===== src/rtl/lut_cfg_pkg.sv =====
// Shared types and helpers for the LUT configuration loader and its LUT cell.
// Supports K up to 8, so a mask is at most 256 bits wide.
package lut_cfg_pkg;

   typedef enum logic [2:0] {
      IDLE   = 3'd0,
      SHIFT  = 3'd1,
      PARITY = 3'd2,
      DONE   = 3'd3,
      ERROR  = 3'd4
   } state_t;

   localparam int MAX_MASK_W = 256;

   function automatic int mask_w(input int k);
      return 2 ** k;
   endfunction

   // Narrower masks are zero-extended by the caller, which leaves parity unchanged.
   // Returns 1 when the mask together with the trailer bit has even parity.
   function automatic logic even_parity(input logic [MAX_MASK_W-1:0] mask, input logic trailer);
      return ~(^mask ^ trailer);
   endfunction

endpackage


===== src/rtl/lut_cell.sv =====
// One K-input LUT: committed truth-table mask register and the combinational read mux.
module lut_cell
   import lut_cfg_pkg::*;
#(
   parameter int K = 4
) (
   input  logic                 clk,
   input  logic                 rst,
   input  logic                 load_en,
   input  logic [2**K-1:0]      load_data,
   input  logic [K-1:0]         a,
   output logic                 out_bit
);

   localparam int MW = mask_w(K);

   logic [MW-1:0] mask;

   always_ff @(posedge clk) begin
      if (rst) begin
         mask <= '0;
      end else if (load_en) begin
         mask <= load_data;
      end
   end

   // Read path stays unregistered so the fabric sees the mask without an extra cycle.
   assign out_bit = mask[a];

endmodule


===== src/rtl/lut_cfg_loader.sv =====
// Serial mask loader for one LUT cell: shifts the mask in LSB first, checks the
// optional even-parity trailer and commits the whole mask in one edge.
//
//   state  | meaning
//   IDLE   | waiting for CFG_START, bits ignored
//   SHIFT  | accepting mask bits into the shadow register
//   PARITY | accepting the parity trailer bit
//   DONE   | one-cycle commit pulse on CFG_DONE
//   ERROR  | one-cycle parity-failure state, CFG_ERR raised
module lut_cfg_loader
   import lut_cfg_pkg::*;
#(
   parameter int K         = 4,
   parameter bit PARITY_EN = 1'b1
) (
   input  logic         CLK,
   input  logic         RST,
   input  logic         CFG_START,
   input  logic         CFG_BIT,
   input  logic         CFG_VALID,
   output logic         CFG_READY,
   output logic         CFG_DONE,
   output logic         CFG_ERR,
   output logic         BUSY,
   input  logic [K-1:0] A,
   output logic         OUT
);

   localparam int         MW       = mask_w(K);
   localparam logic [K:0] LAST_IDX = (K+1)'(MW - 1);

   state_t                  state, state_nxt;
   logic [K:0]              count, count_nxt;
   logic [MW-1:0]           shadow, shadow_nxt;
   logic                    err, err_nxt;
   logic                    commit;
   logic                    beat;
   logic                    last_beat;
   logic                    par_ok;
   logic [MAX_MASK_W-1:0]   par_vec;

   always_comb begin
      CFG_READY = (state == SHIFT) || (state == PARITY);
      CFG_DONE  = (state == DONE);
      BUSY      = (state != IDLE);
      CFG_ERR   = err;
   end

   assign beat      = CFG_VALID & CFG_READY;
   assign last_beat = (count == LAST_IDX);

   always_comb begin
      par_vec           = '0;
      par_vec[MW-1:0]   = shadow;
   end

   assign par_ok = even_parity(par_vec, CFG_BIT);

   always_comb begin
      state_nxt  = state;
      count_nxt  = count;
      shadow_nxt = shadow;
      err_nxt    = err;
      commit     = 1'b0;
      case (state)
         IDLE: begin
            if (CFG_START) begin
               state_nxt  = SHIFT;
               count_nxt  = '0;
               shadow_nxt = '0;
               err_nxt    = 1'b0;
            end
         end
         SHIFT: begin
            // A restart wins over a beat arriving in the same cycle.
            if (CFG_START) begin
               state_nxt  = SHIFT;
               count_nxt  = '0;
               shadow_nxt = '0;
            end else if (beat) begin
               shadow_nxt[count[K-1:0]] = CFG_BIT;
               count_nxt                = count + 1'b1;
               if (last_beat) begin
                  if (PARITY_EN) begin
                     state_nxt = PARITY;
                  end else begin
                     state_nxt = DONE;
                     commit    = 1'b1;
                  end
               end
            end
         end
         PARITY: begin
            if (CFG_START) begin
               state_nxt  = SHIFT;
               count_nxt  = '0;
               shadow_nxt = '0;
            end else if (beat) begin
               if (par_ok) begin
                  state_nxt = DONE;
                  commit    = 1'b1;
               end else begin
                  state_nxt = ERROR;
                  err_nxt   = 1'b1;
               end
            end
         end
         DONE:    state_nxt = IDLE;
         ERROR:   state_nxt = IDLE;
         default: state_nxt = IDLE;
      endcase
   end

   always_ff @(posedge CLK) begin
      if (RST) begin
         state  <= IDLE;
         count  <= '0;
         shadow <= '0;
         err    <= 1'b0;
      end else begin
         state  <= state_nxt;
         count  <= count_nxt;
         shadow <= shadow_nxt;
         err    <= err_nxt;
      end
   end

   // shadow_nxt already holds the final mask bit when committing straight from SHIFT.
   lut_cell #(.K(K)) u_cell (
      .clk       (CLK),
      .rst       (RST),
      .load_en   (commit),
      .load_data (shadow_nxt),
      .a         (A),
      .out_bit   (OUT)
   );

endmodule


===== config.mk =====
export PLATFORM = sky130hd
export DESIGN_NAME = lut_cfg_loader
export DESIGN_NICKNAME = d
export VERILOG_FILES = /design/src/rtl/lut_cfg_pkg.sv /design/src/rtl/lut_cell.sv /design/src/rtl/lut_cfg_loader.sv
export SDC_FILE = /design/constraint.sdc
export NUM_CORES = 1
export LEC_CHECK = 0
export ABC_CLOCK_PERIOD_IN_PS = 2300
export CAP_MARGIN = 25
export CORE_MARGIN = 3
export CORE_UTILIZATION = 59
export DETAILED_ROUTE_END_ITERATION = 12
export MAX_ROUTING_LAYER = met4
export PLACE_DENSITY = 0.75
export SETUP_SLACK_MARGIN = 0.2
export SLEW_MARGIN = 20
export SYNTH_ARGS = -nofsm -noshare
export SYNTH_HDL_FRONTEND = slang
export SYNTH_SLANG_ARGS = --single-unit

===== constraint.sdc =====
create_clock -name CLK -period 2.3 [get_ports CLK]
set_clock_uncertainty 0.05 [all_clocks]
set_input_delay 0.46 -clock CLK [delete_from_list [all_inputs] [get_ports CLK]]
set_output_delay 0.46 -clock CLK [all_outputs]
set_load 0.05 [all_outputs]

==> results of run 1 <==
-- cell families after synthesis --
| group | count (synthesis) |
|---|---|
| and+or+nand+nor | 84 |
| xor gates and xnor gates | 20 |
| adders and majority gates | 5 |
| AOI/OAI and AO/OA | 95 |
| muxes | 6 |
| DFF | 41 |
| buffers and inverters | 20 |
-- synthesized netlist by cell type, drive strengths merged, types with 2 or more instances --
cell type / count / area [um2]
dfxtp: 41 / 821
a21oi: 36 / 180
o21ai: 33 / 165
nor2: 21 / 78.8
nand3: 19 / 100
xnor2: 16 / 174
clkbuf: 15 / 56.3
a21boi: 12 / 90.1
nand2: 11 / 41.3
nor2b: 9 / 56.3
and3: 5 / 31.3
ha: 5 / 62.6
mux4: 5 / 113
nand2b: 5 / 31.3
a31oi: 4 / 25.0
o31ai: 4 / 30.0
a21o: 3 / 22.5
and2: 3 / 18.8
inv: 3 / 11.3
xor2: 3 / 33.8
buf: 2 / 12.5
nor3: 2 / 10.0
nor4b: 2 / 23.8
o21a: 2 / 15.0
or3: 2 / 12.5
-- power groups by stage --
stage / clock network, mW / logic [mW] / registers, mW
floorplan: 0 / 0.0969 / 0.731
global placement: 0 / 0.163 / 0.731
detailed placement: 0 / 0.163 / 0.731
CTS: 0.593 / 0.181 / 0.715
global route: 0.617 / 0.214 / 0.716
finish: 0.592 / 0.201 / 0.715
-- repair_timing --
item | 4_1_cts | 5_1_grt
resized for setup | 24 | 47
buffers inserted | 7 | 1
cloned | 1 | 0
endpoints found under the setup margin | 21 | 19
pin swaps | 8 | 15
-- final timing paths --
kind / end / slack (ns) / cells past startpoint
setup reg to reg: u_cell.mask[1] / 0.15 / 9
hold / removal: u_cell.mask[7] / 0.44 / 2
hold reg to reg: u_cell.mask[7] / 0.44 / 2
setup / recovery: OUT / 0.002 / 3
-- state kept, by name, summed over array words and instances, names as in the netlist --
name and cells:
CFG_ERR 1, count 5, shadow 16, state 3, u_cell.mask 16
-- critical path: stages (launching register included) --
cell                      delay, ns
sky130_fd_sc_hd__dfxtp_1       0.34
sky130_fd_sc_hd__mux4_2        0.48
sky130_fd_sc_hd__mux4_2        0.49
sky130_fd_sc_hd__buf_8         0.17
-- area by class of cell --
class                   instances  area [um2]
clock buffers                   5        68.8
multi-input cells             210        1600
fillers                       214         669
clock inverters                 3        46.3
well taps                      48        60.1
flip-flops and latches         41         827
inverters                       3        11.3
repair buffers                 46         430
-- through the flow --
| step | hold WS [ns] | power, mW | utilization | worst slack (ns) | area, um2 |
|---|---|---|---|---|---|
| floorplan | 0.401 | 0.828 | - | 0.231 | 2310 |
| global placement | 0.418 | 0.894 | 0.702 | -0.486 | 2610 |
| detailed placement | 0.418 | 0.895 | 0.702 | -0.534 | 2610 |
| CTS | 0.430 | 1.49 | 0.771 | 0.0319 | 2860 |
| global route | 0.447 | 1.55 | 0.820 | -0.0133 | 3050 |
| finish | 0.440 | 1.51 | 0.820 | 0.00170 | 3050 |
-- metal layers --
metal  global-route usage  share of wire  vias to the layer above
met1                0.348           0.44                     1002
met3               0.0624          0.057                       11
li1                     -              -                     1040
met5                    -              0                        -
met2                0.399           0.49                       72
met4               0.0596          0.015                        0
==> PnR_summary.wiki, run 1 <==
{| class="wikitable"
! Metric !! Value
|-
| Clock latency on the worst-skew pair || 0.30 ns
|-
| CTS HTree Levels || 2
|-
| Portion of total power attributed to combinational logic || 0.133
|-
| DRC errors left || 0
|-
| Number of iterations in the first detailed-routing pass || 4
|-
| Fmax || about 0.44 GHz
|-
| Critical path arrival || 1.79 ns
|-
| Count of standard-cell rows || 22
|-
| Reg power frac || 0.474
|-
| Post-synth net total || around 290
|-
| Relative slew slack || 0.507
|-
| Floorplan die height || about 68 um
|-
| Power Dens Cells || 495 mW/mm2
|-
| Buffer cell driving the clock tree root || sky130_fd_sc_hd__clkbuf_8
|-
| First-pass GRT wire length || just under 9000 um
|-
| Peak supply drop || roughly 480 uV
|-
| Required time of the critical path || ~1.8 ns
|-
| Count of cell types in the netlist || 41
|-
| Run status || finished clean
|-
| Clock sink total || between 40 and 50
|-
| CP Max Fanout || 2
|-
| Drt first-iter violations || between 150 and 200
|-
| Port Buffer Count || 13
|-
| Basic-gate share of the synthesized area counting and, or, nand and nor cells || 0.192
|-
| Cell-internal power || ~1.1 mW
|-
| Top library cells by usage in the layout, fill and taps aside || 36 x sky130_fd_sc_hd__dfxtp_1, 29 x sky130_fd_sc_hd__a21oi_1, 26 x sky130_fd_sc_hd__buf_4
|-
| Pin count of the biggest net entering global routing || 18
|-
| Net switching power figure || approximately 0.38 mW
|-
| Number of antenna violations at the first check in global routing || 0
|-
| Leftover overflow at the end of global routing || 0
|-
| Routed wire per std cell || around 18 um
|-
| Mean instance size in the synthesized netlist || 8.50 um2
|-
| Share of synthesized area spent on multiplexers || 0.0532
|-
| Leak Pwr || 1.09 nW
|-
| Timing startpoint of the critical path || u_cell.mask[11]
|-
| Std-Cell Core Area || ~0.0037 mm2
|-
| Proportion of power drawn by the clock network || 0.393
|-
| Global router's overall resource usage || 0.261
|-
| Clock tree from TritonCTS || yes
|-
| Placed insts || roughly 340
|-
| Net Sw Frac || 0.253
|-
| Horizontal die dimension || ~68 um
|-
| Main combinational cell family by area after synthesis || compound AO/OA/AOI/OAI gates
|-
| Ports placed on the boundary || 14
|-
| Async SR Flop Fraction || 0
|-
| Routability cong. || about 0.83
|-
| Sum of negative setup slack || 0 ns
|-
| Detail Route Antenna Nets || 0
|-
| Sequential-to-total area share from yosys stat || 0.356
|-
| Max-slew violation count || 0
|-
| Slew at the pin closest to its max-slew limit || 0.737 ns
|-
| Most instantiated flip-flop cell in the synthesis netlist || sky130_fd_sc_hd__dfxtp_1
|-
| Register clock-pin slew on the reported worst setup and hold paths || about 0.090 ns
|-
| Yosys warning total || 0
|-
| Worst min path class || reg2reg
|-
| Routed WL || about 6400 um
|-
| Post-synthesis share of cell area spent on xor and xnor gates || 0.100
|-
| Via density per instance || 5.97
|-
| Launch instance of the worst min-delay path || u_cell.mask[7]
|-
| Post-route fraction of the period consumed by the critical path || 0.999
|-
| Starting Density || 0.620
|-
| Area growth from synthesis to layout || 32.3%
|-
| Final non-filler cell total || 356
|-
| Setup crit start kind || flop
|-
| Area enclosed by the die boundary || 0.00469 mm2
|-
| Antenna Diode Count || 0
|-
| Clock Path Buffers || 2
|-
| Reg-to-reg startpoint || shadow[9]
|-
| Post-Syn Instances || roughly 270
|-
| Most common cell after layout, fill and taps aside || sky130_fd_sc_hd__dfxtp_1
|-
| Final HPWL DP || between 3000 and 4000 um
|-
| Number of enable-type register cells in the synthesized netlist || 0
|-
| Post-Synthesis Cell Area || between 0.002 and 0.0025 mm2
|-
| # setup viols final || 0
|-
| Number of global-route vias before repair || about 1.8k
|-
| Endpoint kind of the worst setup timing path || output pin
|-
| Final #Nets || approximately 320
|-
| Fraction of the mapped netlist area in adder cells || 0.0272
|-
| Hold Fails Final Rpt || 0
|-
| Final Critical Period || 2.30 ns
|-
| WS Path Type || reg2out
|-
| Proportion of layout cells with a drive suffix above 1 || 0.315
|-
| Max-capacitance violation count || 0
|-
| Area fraction in compound gates after synthesis || 0.236
|-
| Number of buffers created by CTS || 5
|-
| Synth Register Bits || 41
|-
| Via count of the routed design || approximately 2.1k
|-
| RSZ-0062 raised after global routing || true
|-
| Hold bufs inserted after CTS || 0
|}
Note: power is estimated with default switching activity, not from simulation.
==> run 2: changes to the inputs <==
--- a/config.mk
+++ b/config.mk
@@ -7,6 +7,7 @@
 export LEC_CHECK = 0
 export ABC_CLOCK_PERIOD_IN_PS = 2300
 export CAP_MARGIN = 25
+export CORE_ASPECT_RATIO = 2
 export CORE_MARGIN = 3
 export CORE_UTILIZATION = 59
 export DETAILED_ROUTE_END_ITERATION = 12
==> run 2 against run 1 <==
Compared with the run above:
- global-route usage rose by 3.1 points
- die area is 0.96% higher
- first-iteration DRC count shrank 39%
- non-clock buffer count shrank 4
- setup slack better by 0.022 ns
- combinational power about the same
- wire length increased by 17%
- critical path depth did not move
- core utilization up 3.0 points
==> PnR_summary.wiki, run 2 (synthesized netlist as in run 1, its figures left out) <==
{| class="wikitable"
! Metric !! Value
|-
| Hold Fails Final Rpt || 0
|-
| Max-slew violation count || 0
|-
| Final-layout worst hold slack || between 0.4 and 0.5 ns
|-
| Setup crit start kind || flop
|-
| DRC errors left || 0
|-
| Placed insts || approximately 340
|-
| Reg power frac || 0.468
|-
| Peak supply drop || between 700 and 800 uV
|-
| Final WS setup || 0.0241 ns
|-
| Run status || finished clean
|-
| Path depth of the worst reg2reg path || 7
|-
| Port Buffer Count || 13
|-
| Regs by FF count || shadow x16, u_cell.mask x16, count x5
|-
| Worst min path class || reg2reg
|-
| Cell-internal power || between 1 and 1.5 mW
|-
| Leftover overflow at the end of global routing || 0
|-
| Routability cong. || a little under 0.9
|-
| Endpoint kind of the worst setup timing path || output pin
|-
| First-pass GRT wire length || a little over 10000 um
|-
| Capture point of the worst path || OUT
|-
| Area growth from synthesis to layout || 36.0%
|-
| CTS HTree Levels || 2
|-
| Horizontal die dimension || around 50 um
|-
| Hold depth || 2
|-
| Final #Nets || around 320
|-
| Timing startpoint of the critical path || u_cell.mask[5]
|-
| Clock sink total || 41
|-
| Slew at the pin closest to its max-slew limit || ~0.66 ns
|-
| Detail Route Antenna Nets || 0
|-
| Area enclosed by the die boundary || between 0.004 and 0.005 mm2
|-
| Clock tree from TritonCTS || yes
|-
| WS Path Type || reg2out
|-
| Post-Route Utilization || 0.850
|-
| Relative slew slack || 0.557
|-
| Clock Path Buffers || 2
|-
| Pin count of the biggest net entering global routing || 30
|-
| # setup viols final || 0
|-
| Clock latency on the worst-skew pair || 0.31 ns
|-
| Flop2flop setup slack || 0.09 ns
|-
| Critical path arrival || ~1.8 ns
|-
| Fmax || 0.439 GHz
|-
| Most common cell after layout, fill and taps aside || sky130_fd_sc_hd__dfxtp_1
|-
| Net Sw Frac || 0.270
|-
| Std-Cell Core Area || approximately 0.0037 mm2
|-
| Drt first-iter violations || roughly 110
|-
| Power Dens Cells || 491 mW/mm2
|-
| Leak Pwr || roughly 1.1 nW
|-
| CP Max Fanout || 2
|-
| Via count of the routed design || about 2.3k
|-
| Post-route fraction of the period consumed by the critical path || 0.990
|-
| Count of standard-cell rows || 31
|-
| Final Critical Period || approximately 2.3 ns
|-
| Number of buffers created by CTS || 5
|-
| Via density per instance || approximately 6.5
|-
| Register clock-pin slew on the reported worst setup and hold paths || ~0.090 ns
|-
| Top library cells by usage in the layout, fill and taps aside || 39 x sky130_fd_sc_hd__dfxtp_1, 27 x sky130_fd_sc_hd__buf_4, 25 x sky130_fd_sc_hd__a21oi_1
|-
| Reg-to-reg critical path endpoint || u_cell.mask[5]
|-
| Routed WL || approximately 7400 um
|-
| Routed wire per std cell || around 21 um
|-
| Number of global-route vias before repair || approximately 2.2k
|-
| Proportion of layout cells with a drive suffix above 1 || 0.345
|-
| Hold bufs inserted after CTS || 0
|-
| Global router's overall resource usage || 0.292
|-
| Post-placement setup slack || -0.523 ns
|-
| Reg-to-reg startpoint || shadow[6]
|-
| Buffer cell driving the clock tree root || sky130_fd_sc_hd__clkbuf_8
|-
| Final non-filler cell total || 353
|-
| Starting Density || 0.625
|-
| Ports placed on the boundary || 14
|-
| Portion of total power attributed to combinational logic || 0.132
|-
| Proportion of power drawn by the clock network || 0.401
|-
| RSZ-0062 raised after global routing || true
|-
| Max-capacitance violation count || 0
|-
| Number of antenna violations at the first check in global routing || 0
|-
| Required time of the critical path || ~1.8 ns
|-
| Antenna Diode Count || 0
|-
| Number of iterations in the first detailed-routing pass || 5
|-
| Final HPWL DP || approximately 4400 um
|-
| Net switching power figure || around 0.42 mW
|-
| Floorplan die height || 94.4 um
|-
| Sum of negative setup slack || 0 ns
|}
[run 2: changes by cell type in the layout (fill, tap and decap cells not counted), sizes merged]
cell	before	now
clkdlybuf4s50	6	5
clkdlybuf4s15	1	0
clkbuf	6	7
dlygate4sd2	0	1
dlymetal6s2s	0	1
buf	38	33
[run 2: worst min-delay path by stage]
| stage | start | end | slack [ns] |
|---|---|---|---|
| after detailed placement | u_cell.mask[2] | u_cell.mask[2] | 0.42 |
| after CTS | u_cell.mask[2] | u_cell.mask[2] | 0.44 |
| after floorplan | u_cell.mask[1] | u_cell.mask[1] | 0.40 |
| final | u_cell.mask[3] | u_cell.mask[3] | 0.42 |
| after global routing | u_cell.mask[9] | u_cell.mask[9] | 0.45 |
| after global placement | u_cell.mask[2] | u_cell.mask[2] | 0.42 |
[run 2: metrics by stage]
step | total power [mW] | cell area [um2]
after floorplan | 0.828 | 2310
after global placement | 0.892 | 2620
after detailed placement | 0.894 | 2620
after CTS | 1.51 | 2830
after global routing | 1.58 | 3130
final | 1.54 | 3130
[run 2: critical path: stages, from the launching register on]
cell and delay [ns]:
sky130_fd_sc_hd__dfxtp_1 0.36, sky130_fd_sc_hd__mux4_2 0.46, sky130_fd_sc_hd__mux4_2 0.47, sky130_fd_sc_hd__buf_6 0.17
[run 2: timing repair]
item | 4_1_cts | 5_1_grt
resized for setup | 14 | 71
setup endpoints to repair | 21 | 25
buffers inserted | 2 | 1
pin swaps | 4 | 19
gates cloned | 1 | 0
[run 2: power by group through the flow]
stage / clock network (mW) / logic (mW) / registers (mW)
6_report: 0.616 / 0.202 / 0.719
5_1_grt: 0.643 / 0.216 / 0.720
4_1_cts: 0.612 / 0.176 / 0.719
3_5_place_dp: 0 / 0.159 / 0.735
3_3_place_gp: 0 / 0.157 / 0.735
2_1_floorplan: 0 / 0.0969 / 0.731
[run 2: cell type report]
cell class                      instances  area [um2]
Multi-Input combinational cell        210        1720
Sequential cell                        41         823
Fill cell                             217         552
Timing Repair Buffer                   42         402
Clock buffer                            5        68.8
Tap cell                               49        61.3
Clock inverter                          3        46.3
Inverter                                3        11.3
[run 2: routing by layer]
metal	track usage	wire length [um]	share of wire	vias to the layer above
met3	0.0348	356	0.048	32
met1	0.287	2540	0.34	1108
met2	0.525	4080	0.55	109
li1	-	-	-	1033
met4	0.189	433	0.058	0
met5	-	0	0	-
